File: src/rtl/ema_pkg.sv
// ema_pkg: shared widths, FSM state and event word layout for the EMA stages
package ema_pkg;
  localparam int DATA_WIDTH = 32;
  localparam int IDX_WIDTH = 31;
  localparam int RUN_WIDTH = 8;
  typedef enum logic {LOW, HIGH} state_t;
  typedef struct packed {
    logic dir;
    logic [IDX_WIDTH-1:0] idx;
  } event_t;
endpackage

File: src/rtl/axis_out_reg.sv
// axis_out_reg: single-entry AXI4-Stream output register; ready is free whenever the slot is empty or draining
module axis_out_reg
  import ema_pkg::*;
#(
  parameter int W = DATA_WIDTH
) (
  input  logic         clk,
  input  logic         rst,
  input  logic         s_valid,
  input  logic [W-1:0] s_data,
  output logic         s_ready,
  output logic         m_valid,
  output logic [W-1:0] m_data,
  input  logic         m_ready
);
  logic load;
  assign s_ready = ~rst & (~m_valid | m_ready);
  assign load = s_valid & s_ready;
  always_ff @(posedge clk or posedge rst)
    if (rst) begin
      m_valid <= 1'b0;
      m_data <= '0;
    end else begin
      m_valid <= load | (m_valid & ~m_ready);
      if (load) m_data <= s_data;
    end
endmodule

File: src/rtl/ema_threshold_detect.sv
// ema_threshold_detect: hysteresis threshold detector with consecutive-sample debounce
// emitting one event beat {direction, sample index} per debounced crossing
module ema_threshold_detect
  import ema_pkg::*;
#(
  parameter logic [DATA_WIDTH-1:0] THRESH_HI = 32'h0000_0400,
  parameter logic [DATA_WIDTH-1:0] THRESH_LO = 32'h0000_0300,
  parameter int DEBOUNCE = 2
) (
  input  logic                  ACLK,
  input  logic                  ARESET,
  input  logic [DATA_WIDTH-1:0] s_axis_tdata,
  input  logic                  s_axis_tvalid,
  output logic                  s_axis_tready,
  output logic [DATA_WIDTH-1:0] m_axis_tdata,
  output logic                  m_axis_tvalid,
  input  logic                  m_axis_tready,
  output logic                  state_o
);
  if (DEBOUNCE < 1 || DEBOUNCE > 255 || THRESH_LO >= THRESH_HI) begin : g_bad_params
    $error("ema_threshold_detect: DEBOUNCE must be 1..255 and THRESH_LO < THRESH_HI");
  end
  state_t state;
  logic [RUN_WIDTH-1:0] run_cnt, run_next;
  logic [IDX_WIDTH-1:0] idx;
  logic fire, qual, hit;
  event_t ev;
  assign fire = s_axis_tvalid & s_axis_tready;
  // in LOW we wait for high samples, in HIGH for low ones; in-band samples never qualify
  assign qual = (state == LOW) ? (s_axis_tdata >= THRESH_HI) : (s_axis_tdata <= THRESH_LO);
  assign run_next = run_cnt + 1'b1;
  assign hit = fire & qual & (run_next == RUN_WIDTH'(DEBOUNCE));
  assign ev = '{dir: state == LOW, idx: idx};
  assign state_o = state == HIGH;
  always_ff @(posedge ACLK or posedge ARESET)
    if (ARESET) begin
      state <= LOW;
      run_cnt <= '0;
      idx <= '0;
    end else if (fire) begin
      idx <= idx + 1'b1;
      run_cnt <= (qual & ~hit) ? run_next : '0;
      if (hit) state <= (state == LOW) ? HIGH : LOW;
    end
  axis_out_reg #(.W(DATA_WIDTH)) u_out (
    .clk(ACLK),
    .rst(ARESET),
    .s_valid(hit),
    .s_data(ev),
    .s_ready(s_axis_tready),
    .m_valid(m_axis_tvalid),
    .m_data(m_axis_tdata),
    .m_ready(m_axis_tready)
  );
endmodule

File: config.mk
export PLATFORM = sky130hd
export DESIGN_NAME = ema_threshold_detect
export DESIGN_NICKNAME = d
export VERILOG_FILES = /design/src/rtl/ema_pkg.sv /design/src/rtl/axis_out_reg.sv /design/src/rtl/ema_threshold_detect.sv
export SDC_FILE = /design/constraint.sdc
export NUM_CORES = 1
export LEC_CHECK = 0
export BUFFER_PORTS_ARGS = -buffer_cell sky130_fd_sc_hd__buf_2
export CORE_ASPECT_RATIO = 1.25
export CORE_UTILIZATION = 57
export DETAILED_ROUTE_END_ITERATION = 10
export PLACE_DENSITY = 0.82
export SETUP_SLACK_MARGIN = 0.3
export SLEW_MARGIN = 20
export SYNTH_ARGS = -nofsm -noshare
export SYNTH_HDL_FRONTEND = slang
export SYNTH_SLANG_ARGS = --single-unit
File: constraint.sdc
create_clock -name ACLK -period 6.04 [get_ports ACLK]
set_input_delay 1.208 -clock ACLK [delete_from_list [all_inputs] [get_ports ACLK]]
set_output_delay 1.208 -clock ACLK [all_outputs]
set_load 0.05 [all_outputs]
* Word level (Yosys, flattened, before mapping)
Index checks and enable logic that the tools add are counted.
** Storage, ports and cells
- Output and inout bits :: 35
- Input port bits :: 36
- Logic and storage cells :: 28
- Flip-flop bits (word level) :: 73
** Operators by class
- Bitwise logic cells :: 14
- Equality and inequality tests :: 1
- Muxes and demuxes :: 3
- Reduce and logical (&&, ||, !) cells :: 1
- Magnitude comparators :: 2
- Add/subtract/negate cells :: 2
** Operator list (number)
- $ge 32x11->1 const B :: 1
- $le 32x10->1 const B :: 1
- $add 31x1->31 const B :: 1
- $add 8x1->8 const B :: 1
- $eq 8x2->1 const B :: 1
- $mux 8 :: 1
- $and 1x1->1 :: 7
- $not 1->1 :: 5
- $mux 1 :: 2
- $or 1x1->1 :: 2
- $reduce_and 2->1 :: 1

* Logic depth before layout (Yosys ltp)
Gate-level depths: netlist of the first run.
- Depth in word-level cells :: 9
- Mapped depth :: 7
- Gate-level depth less buffers :: 6

* Cells and area by module
Synthesis of the first run repeated with hierarchy kept, for this count alone.
** Unflattened totals
- Cell total of the unflattened synthesis :: 273
- Area, all modules :: 3460.8 sq um
** By module, submodules not included
- ema_threshold_detect :: cells an instance 199, area an instance 2040.7 sq um, times used 1, sequential area each 1001.0 sq um
- axis_out_reg :: cells an instance 74, area an instance 1420.1 sq um, times used 1, sequential area each 825.8 sq um

* Worst setup path after synthesis of the first run
Ideal clock, no wire load.
- Path kind :: input-to-output
- Start point :: input port ARESET
- End point :: output port s_axis_tready
- Arrival :: 3.338 ns
- Setup slack :: 1.494 ns
- Path buffers :: 0
- Stages on the path :: 2
- Data required time :: 4.832 ns
- Path through :: inv_1 and2_1
** On the way
- Cells in the longest elaborated chain, start to end :: 2
** Ends and longest elaborated chain
- start, declared :: RTL line ema_threshold_detect.sv:11 : input logic ARESET,
- $not 1->1 :: RTL line axis_out_reg.sv:17 : assign s_ready = ~rst & (~m_valid | m_ready);
- $and 1x1->1 :: RTL line axis_out_reg.sv:17
- end, declared :: RTL line ema_threshold_detect.sv:14 : output logic s_axis_tready,
No other way between the ends.

* Worst setup path after layout of the first run
- Start point :: input port s_axis_tdata[31]
- End point :: register u_out.m_data[28]
** On the way
- Cells in the longest elaborated chain, start to end :: 5
- Elaborated cells between the ends (all ways) :: 6
- Those cells by class :: 2 x order compare; 1 x mux; 3 x bitwise
** Ends and longest elaborated chain
- start, declared :: RTL line ema_threshold_detect.sv:12 : input logic [DATA_WIDTH-1:0] s_axis_tdata,
- $ge 32x11->1 or $le 32x10->1 (tied branches) :: RTL line ema_threshold_detect.sv:30 : assign qual = (state == LOW) ? (s_axis_tdata >= THRESH_HI) : (s_axis_tdata <= THRESH_LO);
- $mux 1 (*) :: RTL line ema_threshold_detect.sv:30
- $and 1x1->1 (*) (2 in series) :: RTL line ema_threshold_detect.sv:32 : assign hit = fire & qual & (run_next == RUN_WIDTH'(DEBOUNCE));
- $and 1x1->1 (*) :: RTL line axis_out_reg.sv:18 : assign load = s_valid & s_ready;
- end signal, assigned :: RTL line axis_out_reg.sv:25 : if (load) m_data <= s_data;
- end, declared :: RTL line axis_out_reg.sv:13 : output logic [W-1:0] m_data,
Every way passes the cells marked *; elsewhere a longest branch is shown, timed or not.
A chain may end at the register's enable or synchronous reset.

==> results by group, run 1 <==
Status
  • Status: finished, violations left
  • Failing checks: DRC

Floorplanning
  • Chip Width: roughly 71 um
  • Chip Height: around 89 um
  • Initial Util: 58.95%
  • Die footprint: around 6300 um2
  • Boundary pin count: 71
  • Row count: 31
  • Core Region: around 5800 um2

Hold path
  • Worst Hold Depth: 1
  • Worst min-delay path class: flip-flop to flip-flop
  • Min-delay src: idx[30]$_DFFE_PP0P_
  • Hold-critical path endpoint: idx[30]$_DFFE_PP0P_

Routing
  • Final wirelength: about 6300 um
  • Routed WL per cell: 14.91 um
  • Antenna Violating Nets Remaining: 0
  • Vias: roughly 2,400
  • DR pass1 iterations: 9
  • Vias/cell: between 5 and 6
  • Drt drc: 2
  • Drt initial violations: between 150 and 200

GRT
  • First-pass GRT wire length: 10,770 um
  • Total track usage: between 20 and 25%
  • GRT Residual Overflow: 0
  • Antenna violations before repair: 0
  • Largest net degree at the start of global routing: 74
  • Vias in the first global route: roughly 2,400

Logic synthesis
  • Dominant cell by count in the synthesized netlist: dfrtp_1
  • Yosys reg bits: 73
  • Syn nets: about 310
  • Post-synthesis cell count: 273
  • Synth area leaders: dfrtp_1 53%, mux2_4 12%, xnor2_1 6.6%
  • Number of synthesized flops with an enable pin: 0
  • Mean post-synth cell area: between 10 and 15 um2
  • Post-synth cell types: 39
  • Yosys warning total: 0
  • List of most frequent post-synthesis cells: 73 x dfrtp_1, 27 x mux2_4, 26 x xnor2_1, 22 x nand2_1, 17 x nand3_1
  • Synth Cell Area: between 3000 and 4000 um2
  • Post-synth top area share: around 53%
  • Area leader, netlist: dfrtp_1
  • Seq/Total Area, Yosys: a little over half
  • Main synth FF type: dfrtp_1
  • Post-synth ARST share: 100.0%

STA
  • Max-slew violations: 0
  • Fin crit share: a little under three fifths
  • Fin Clk Skew: between 0.005 and 0.006 ns
  • Final Setup Violations: 0
  • RSZ-0062 raised after global routing: no
  • Final hold vios: 0
  • Post-Route Setup TNS: 0 ns
  • FMAX: around 300 MHz
  • Min Tclk post-route: 3.324 ns
  • Measured slew at the worst slew-check pin: between 0.8 and 0.9 ns
  • Worst rel slew slack: between 40 and 50%
  • Fin Hold WS: 0.4797 ns

Pwr
  • PwrDens: around 280 nW/um2
  • Maximum vdd drop: 0.1552 mV
  • Total power: roughly 1.1 mW
  • Leakage dissipation: 2.113 nW

Critical path
  • Worst reg2reg setup slack: 3.23 ns
  • Startpoint Class: input pin
  • Worst-path cell chain: buf_2, nor4_1, and4_1, a41oi_1, o21bai_4, buf_4, mux2_2
  • CP max stage cell: o21bai_4
  • RR Startpoint: run_cnt[0]$_DFFE_PP0P_
  • Worst R2R End: u_out.m_data[28]$_DFFE_PP0P_
  • WP data arrival: 3.56 ns
  • Critical-path maximum fanout: 20
  • Critical path required time: around 6.3 ns
  • Crit Path Class: input pin to flip-flop
  • Crit-path max cell delay: about 0.6 ns
  • Reg2reg path depth: 7
  • Delay-heaviest family, CP: compound AO/OA/AOI/OAI gates
  • WP buf/inv: 2
  • CP Capture Type: flip-flop

Cells and area
  • Area grow syn2layout: 18.68%
  • Layout cell share with drive strength beyond 1: 35.88%
  • Fin util: around 70%
  • Post-layout net count: ~390
  • ANT cells: 0

Job
  • Max_cap viols: 0

Clock tree
  • Resized cells post-CTS: 0
  • Number of buffers added for setup after CTS: 0
  • Clock root buffer: clkbuf_8
  • TritonCTS clock tree: yes
  • Total CTS buffers: 9
  • Cts hold-fix bufs: 0
  • Longest Clk Path Bufs: 2
  • # H-tree levels: 3
  • CTS clk-pin slew, worst paths: about 0.08 ns
  • Clk_lat worst skew: 0.35 ns
  • Num Clock Sinks: 73

Place
  • Port bufs: 70
  • Gpl congestion: around 0.89
  • Final HPWL DP: about 4400 um
==> cells in the final DEF, fill, tap and decap left out, types with 8 or more instances in the layout <==
cell type and n:
mux2_4 27, xor2_1 8, nand2_1 22, buf_2 70
dfrtp_1 73, nor4_1 8, nand4_1 11, nand3_1 17
xnor2_1 26, clkbuf_8 9, nor2_1 8
==> power breakdown <==
part	internal, mW	switching [mW]
sequential	0.517	0.0387
combinational	0.0540	0.0606
clock	0.275	0.186
total	0.845	0.285
==> flip-flops by register name, indices dropped and copies added (netlist names) <==
signal	count
idx	31
run_cnt	8
state_o	1
u_out.m_data	32
u_out.m_valid	1
==> logic make-up (layout without fill, tap and decap cells) <==
| family | after synthesis | in the layout | share of synthesized area (%) |
|---|---|---|---|
| simple gates | 99 | 99 | 15.94 |
| fa+ha+maj | 3 | 3 | 1.095 |
| flops | 73 | 73 | 53.27 |
| buf+inv | 12 | 93 | 1.970 |
| mux | 34 | 34 | 14.05 |
| xor+xnor | 34 | 34 | 8.683 |
| compound gates | 18 | 18 | 4.998 |
==> per-layer routing <==
layer	track usage, %	up-vias	routed length, um
li1	-	1139	-
met1	28.10	1136	2767
met2	36.88	73	3089
met3	6.492	13	291
met4	10.00	0	114
met5	0	-	0
==> worst reg2reg max path, delay by kind of cell (launching register included) <==
kind / cells / cell delay, ns
adders and majority gates: 1 / 0.30
muxes: 1 / 0.39
DFF: 1 / 0.43
and+or+nand+nor: 1 / 0.20
AOI/OAI and AO/OA: 3 / 0.92
buffers and inverters: 1 / 0.45
==> worst max path at each step <==
| stage | from | end | cells past startpoint |
|---|---|---|---|
| after floorplan | ARESET | s_axis_tready | 2 |
| after global placement | s_axis_tdata[30] | u_out.m_data[30]$_DFFE_PP0P_ | 7 |
| after detailed placement | s_axis_tdata[31] | u_out.m_data[28]$_DFFE_PP0P_ | 7 |
| after CTS | s_axis_tdata[31] | u_out.m_data[28]$_DFFE_PP0P_ | 7 |
| after global routing | s_axis_tdata[31] | u_out.m_data[28]$_DFFE_PP0P_ | 7 |
| final | s_axis_tdata[31] | u_out.m_data[28]$_DFFE_PP0P_ | 7 |
==> cell type report <==
class / instances / area, um2
Multi-Input combinational cell: 188 / 1535
Sequential cell: 73 / 1827
Inverter: 5 / 18.77
Timing Repair Buffer: 72 / 365.4
Tap cell: 66 / 82.58
Clock buffer: 9 / 123.9
Fill cell: 417 / 1748
Clock inverter: 7 / 117.6
==> metrics by stage <==
| step | worst slack (ns) | std cells | instance area (um2) |
|---|---|---|---|
| global route | 2.467 | 420 | 4070 |
| detailed placement | 2.329 | 404 | 3829 |
| CTS | 2.684 | 420 | 4070 |
| finish | 2.716 | 420 | 4070 |
| floorplan | 1.494 | 273 | 3430 |
| global placement | 2.426 | 404 | 3829 |
(Power assumes the default switching activity.)
==> inputs of run 2 (changes only) <==
- CORE_UTILIZATION: 57 -> 54
- PLACE_DENSITY: 0.82 -> 0.78
- clock period: 6.04 -> 3.3 ns (I/O delays scaled with it)
==> results by group, run 2 (synthesis gave the netlist of run 1 again) <==
Clock tree
  • Total CTS buffers: 9 (unchanged)
  • Resized cells post-CTS: 0 (unchanged)
  • Clk_lat worst skew: 0.35 ns (about the same)
  • Num Clock Sinks: 73 (unchanged)
  • Longest Clk Path Bufs: 2 (unchanged)
  • CTS clk-pin slew, worst paths: 0.07 ns (about the same)
  • Number of buffers added for setup after CTS: 0 (unchanged)
  • Clock root buffer: clkbuf_8
  • # H-tree levels: 3 (unchanged)
  • TritonCTS clock tree: yes
  • Cts hold-fix bufs: 0 (unchanged)

Place
  • Gpl congestion: 0.8199 (-7.8%)
  • Pre-CTS setup slack: 0.5230 ns (-1.805 ns)
  • Final HPWL DP: 4445 um (+0.70%)
  • Port bufs: 70 (unchanged)

Status
  • Status: complete, no violations

STA
  • Fin Clk Skew: 0.009292 ns (+0.003669 ns)
  • Max-slew violations: 0 (unchanged)
  • Final hold vios: 0 (unchanged)
  • Post-Route Setup TNS: 0 ns (unchanged)
  • Measured slew at the worst slew-check pin: 0.8744 ns (-0.002968 ns)
  • Min Tclk post-route: between 2 and 3 ns
  • Final Setup Violations: 0 (unchanged)
  • RSZ-0062 raised after global routing: no
  • FMAX: approximately 400 MHz
  • Worst rel slew slack: 41.70% (+0.20 points)
  • Setup ws final: 0.7824 ns (-1.933 ns)
  • Fin crit share: 76.29%

Cells and area
  • Post-layout net count: 389 (+0.26%)
  • Max FFs per register: 32 (unchanged)
  • Layout cell share with drive strength beyond 1: 36.06% (+0.18 points)
  • Most frequent cells in the layout: 73 x dfrtp_1, 70 x buf_2, 27 x mux2_4
  • ANT cells: 0 (unchanged)
  • Biggest regs: u_out.m_data: 32 flops, idx: 31 flops, run_cnt: 8 flops
  • Fill cells: 488 (+17%)
  • Commonest non-fill, non-tap cell in the layout: dfrtp_1
  • Top reg by flops: u_out.m_data
  • Area grow syn2layout: 19.63%

Critical path
  • Critical-path maximum fanout: 23 (+15%)
  • WP data arrival: 2.75 ns (-0.81 ns)
  • CP Capture Type: flip-flop
  • Critical path required time: 3.53 ns (-2.75 ns)
  • Startpoint Class: flip-flop
  • Crit Path Class: flip-flop to flip-flop

Routing
  • Drt initial violations: 131 (-20%)
  • DR pass1 iterations: 4 (-5)
  • Vias: 2,358 (-0.13%)
  • Final wirelength: 6446 um (+2.9%)
  • Vias/cell: 5.359 (-4.7%)
  • Routed WL per cell: 14.65 um (-1.7%)
  • Antenna Violating Nets Remaining: 0 (unchanged)
  • Drt drc: 0 (-2)

Floorplanning
  • Row count: 32 (+3.2%)
  • Core Region: 6166 um2 (+6.0%)
  • Boundary pin count: 71 (unchanged)
  • Chip Height: 91.10 um (+2.7%)
  • Die footprint: 6676 um2 (+5.4%)
  • Initial Util: 55.62% (-3.3 points)
  • Chip Width: 73.28 um (+2.7%)

GRT
  • Largest net degree at the start of global routing: 74 (unchanged)
  • Vias in the first global route: 2,310 (-1.9%)
  • Total track usage: 21.61% (-0.96 points)
  • First-pass GRT wire length: 10,830 um (+0.52%)
  • Antenna violations before repair: 0 (unchanged)
  • GRT Residual Overflow: 0 (unchanged)

Pwr
  • Leakage dissipation: 2.112 nW (about the same)
  • Maximum vdd drop: 0.3312 mV (+110%)
  • PwrDens: 495.5 nW/um2 (+78%)

Hold path
  • Worst min-delay path class: flip-flop to flip-flop

Job
  • Max_cap viols: 0 (unchanged)
## run 2: cell types whose count changed in the layout (fill, tap and decap cells not counted)
| cell | before | now |
|---|---|---|
| inv_2 | 1 | 0 |
| clkbuf_8 | 9 | 12 |
| buf_4 | 2 | 3 |
| inv_6 | 1 | 0 |
| clkinv_2 | 2 | 1 |
| bufinv_16 | 3 | 2 |
| clkinvlp_4 | 0 | 1 |
## run 2: final cells by class
cell class                      count  area [um2]  area share, %
Sequential cell                    73        1827          44.53
Clock buffer                       12       165.2          4.026
Multi-Input combinational cell    188        1535          37.42
Clock inverter                      4       73.82          1.799
Tap cell                           85       106.4          2.592
Inverter                            5       22.52         0.5489
Timing Repair Buffer               73       372.9          9.088
## run 2: power by group
part           switching, mW  internal, mW  total [mW]
clock network          0.324         0.488       0.812
registers             0.0706         0.946        1.02
logic                  0.107        0.0982       0.205
total                  0.501          1.53        2.03
## run 2: stage by stage
| step | utilization [%] | instance area, um2 | hold slack (ns) | power (mW) | cells |
|---|---|---|---|---|---|
| floorplan | - | 3433 | 0.4418 | 1.167 | 273 |
| finish | 66.54 | 4103 | 0.4811 | 2.033 | 440 |
| CTS | 66.54 | 4103 | 0.4851 | 2.051 | 440 |
| detailed placement | 62.66 | 3864 | 0.4696 | 1.235 | 424 |
| global placement | 62.66 | 3864 | 0.4639 | 1.229 | 424 |
| global route | 66.54 | 4103 | 0.4960 | 2.131 | 440 |
## run 2: worst paths after layout
path                                              from                           end  cells after the start  slack, ns
worst max-delay path            run_cnt[0]$_DFFE_PP0P_  u_out.m_data[14]$_DFFE_PP0P_                      7       0.78
worst min-delay path               idx[30]$_DFFE_PP0P_           idx[30]$_DFFE_PP0P_                      1       0.48
worst max register to register  run_cnt[0]$_DFFE_PP0P_  u_out.m_data[14]$_DFFE_PP0P_                      7       0.78
worst min register to register     idx[30]$_DFFE_PP0P_           idx[30]$_DFFE_PP0P_                      1       0.48
max in group asynchronous                       ARESET  u_out.m_data[18]$_DFFE_PP0P_                      3       2.12
min in group asynchronous                       ARESET       u_out.m_valid$_DFF_PP0_                      3       0.62
## run 2: routing by layer
metal / share of wire [%] / vias to the layer above / global-route usage (%)
li1: - / 1134 / -
met1: 44 / 1141 / 26.96
met2: 50 / 69 / 33.87
met3: 3.9 / 14 / 4.772
met4: 2.2 / 0 / 12.75
met5: 0 / - / 0
## run 2: worst max-delay path, cell delays in order (launching register included)
cell	delay (ns)
dfrtp_1	0.44
ha_1	0.29
and3_1	0.19
o2111a_1	0.24
o2111ai_2	0.29
o21bai_4	0.19
buf_4	0.41
mux2_4	0.34
==> inputs of run 3 (changes only) <==
- clock period: 3.3 -> 2.4 ns (I/O delays scaled with it)
==> results by group, run 3 (synthesis gave the netlist of run 1 again) <==
Pwr
  • Maximum vdd drop: 0.4664 mV (+41%)
  • PwrDens: 681.3 nW/um2 (+38%)
  • Total power: 3.038 mW (+49%)
  • Leakage dissipation: 2.298 nW (+8.8%)

STA
  • Post-Route Setup TNS: 0 ns (unchanged)
  • Max-slew violations: 0 (unchanged)
  • Worst rel slew slack: 40.21% (-1.5 points)
  • Final hold vios: 0 (unchanged)
  • Final Setup Violations: 0 (unchanged)
  • Fin Hold WS: 0.4334 ns (-0.04773 ns)
  • Measured slew at the worst slew-check pin: 0.8969 ns (+0.02247 ns)
  • RSZ-0062 raised after global routing: yes
  • Fin Clk Skew: 0.009589 ns (+0.0002979 ns)
  • FMAX: 446.8 MHz (+12%)
  • Fin crit share: 93.25% (+17 points)
  • Min Tclk post-route: 2.238 ns (-0.2795 ns)

Cells and area
  • Top reg by flops: u_out.m_data
  • Layout cell share with drive strength beyond 1: 42.22% (+6.2 points)
  • ANT cells: 0 (unchanged)
  • Post-layout net count: 413 (+6.2%)
  • Max FFs per register: 32 (unchanged)
  • Commonest non-fill, non-tap cell in the layout: dfrtp_1
  • Area grow syn2layout: 30.03%
  • Fin util: 72.32% (+5.8 points)
  • Most frequent cells in the layout: 71 x dfrtp_1, 70 x buf_2, 31 x mux2_4
  • Biggest regs: u_out.m_data: 32 flops, idx: 31 flops, run_cnt: 8 flops

Clock tree
  • # H-tree levels: 3 (unchanged)
  • TritonCTS clock tree: yes
  • Longest Clk Path Bufs: 2 (unchanged)
  • Cts hold-fix bufs: 0 (unchanged)
  • CTS clk-pin slew, worst paths: 0.08 ns (about the same)
  • Total CTS buffers: 9 (unchanged)
  • Num Clock Sinks: 73 (unchanged)
  • Clk_lat worst skew: 0.34 ns (about the same)
  • Clock root buffer: clkbuf_8

Critical path
  • Critical path required time: 2.62 ns (-0.91 ns)
  • CP Capture Type: flip-flop
  • CP max stage cell: dfrtp_1
  • Crit-path max cell delay: 0.43 ns (about the same)
  • Worst-path cell chain: ha_4, and3_4, o2111a_1, o2111ai_2, o21bai_4, buf_12, clkbuf_16, mux2_4
  • Critical-path maximum fanout: 6 (-74%)
  • Crit Path Class: flip-flop to flip-flop
  • Startpoint Class: flip-flop
  • WP data arrival: 2.46 ns (-0.29 ns)
  • Stages on worst setup path: 8 (+1)
  • WP buf/inv: 2 (+1)
  • Delay-heaviest family, CP: compound AO/OA/AOI/OAI gates
  • Reg2reg path depth: 8 (+1)

Floorplanning
  • Initial Util: 55.62% (unchanged)
  • Chip Height: 91.10 um (unchanged)
  • Row count: 32 (unchanged)
  • Die footprint: 6676 um2 (unchanged)
  • Core Region: 6166 um2 (unchanged)
  • Boundary pin count: 71 (unchanged)
  • Chip Width: 73.28 um (unchanged)

GRT
  • Total track usage: 23.40% (+1.8 points)
  • Antenna violations before repair: 0 (unchanged)
  • Largest net degree at the start of global routing: 74 (unchanged)
  • Vias in the first global route: 2,503 (+8.4%)
  • First-pass GRT wire length: 11,930 um (+10%)
  • GRT Residual Overflow: 0 (unchanged)

Routing
  • Drt drc: 0 (unchanged)
  • Vias/cell: 5.414 (+1.0%)
  • Routed WL per cell: 15.42 um (+5.3%)
  • Vias: 2,512 (+6.5%)
  • Antenna Violating Nets Remaining: 0 (unchanged)
  • Drt initial violations: 136 (+3.8%)
  • Final wirelength: 7157 um (+11%)
  • DR pass1 iterations: 4 (unchanged)

Place
  • Final HPWL DP: 4696 um (+5.7%)
  • Port bufs: 70 (unchanged)
  • Gpl congestion: 0.7876 (-3.9%)

Hold path
  • Worst min-delay path class: input pin to asynchronous set/reset pin

Status
  • Status: complete, no violations

Job
  • Max_cap viols: 0 (unchanged)
[run 3: changes by cell type in the layout (fill, tap and decap cells not counted), moves of 3 or more]
cell / delta
buf_6: +3
mux2_2: -4
buf_4: +16
clkbuf_8: -3
mux2_4: +4
[run 3: layout make-up]
| cell class | instances | area [um2] |
|---|---|---|
| fillers | 464 | 1707 |
| repair buffers | 97 | 646.9 |
| clock buffers | 9 | 123.9 |
| clock inverters | 7 | 142.6 |
| flip-flops and latches | 73 | 1829 |
| inverters | 5 | 22.52 |
| well taps | 85 | 106.4 |
| multi-input cells | 188 | 1588 |
[run 3: path summary, 6_finish.rpt]
kind	from	to	slack, ns
max	run_cnt[1]$_DFFE_PP0P_	u_out.m_data[11]$_DFFE_PP0P_	0.16
min	ARESET	run_cnt[1]$_DFFE_PP0P_	0.43
max reg2reg	run_cnt[1]$_DFFE_PP0P_	u_out.m_data[11]$_DFFE_PP0P_	0.16
min reg2reg	idx[30]$_DFFE_PP0P_	idx[30]$_DFFE_PP0P_	0.49
max in group asynchronous	ARESET	run_cnt[2]$_DFFE_PP0P_	1.31
min in group ACLK	idx[30]$_DFFE_PP0P_	idx[30]$_DFFE_PP0P_	0.49
[run 3: tightest hold or removal path: stages]
cell and delay, ns:
buf_2 0.12, clkinvlp_4 0.06, buf_4 0.66
[run 3: timing repair]
item,4_1_cts,5_1_grt
pin swaps,1,7
endpoints found under the setup margin,34,39
cloned,2,1
gates resized for setup,11,7
buffers inserted,7,5
[run 3: stage by stage]
step | setup WS [ns] | instance area [um2] | cells
final | 0.1620 | 4459 | 464
after global routing | 0.1176 | 4459 | 464
after CTS | 0.1393 | 4370 | 458
after detailed placement | 0.08724 | 3946 | 433
after floorplan | -0.05380 | 3436 | 273
after global placement | 0.1577 | 3946 | 433
[run 3: power breakdown]
group / switching, mW / leakage, nW / internal (mW)
clock network: 0.468 / 0.133 / 0.797
logic: 0.180 / 1.20 / 0.193
registers: 0.0978 / 0.968 / 1.30
[run 3: per-layer routing]
metal	vias to the layer above	part of all wire (%)	GRT usage, %
met5	-	0	0
met4	0	1.3	6.863
met3	9	3.2	3.663
met2	74	53	40.28
met1	1249	42	29.90
li1	1180	-	-
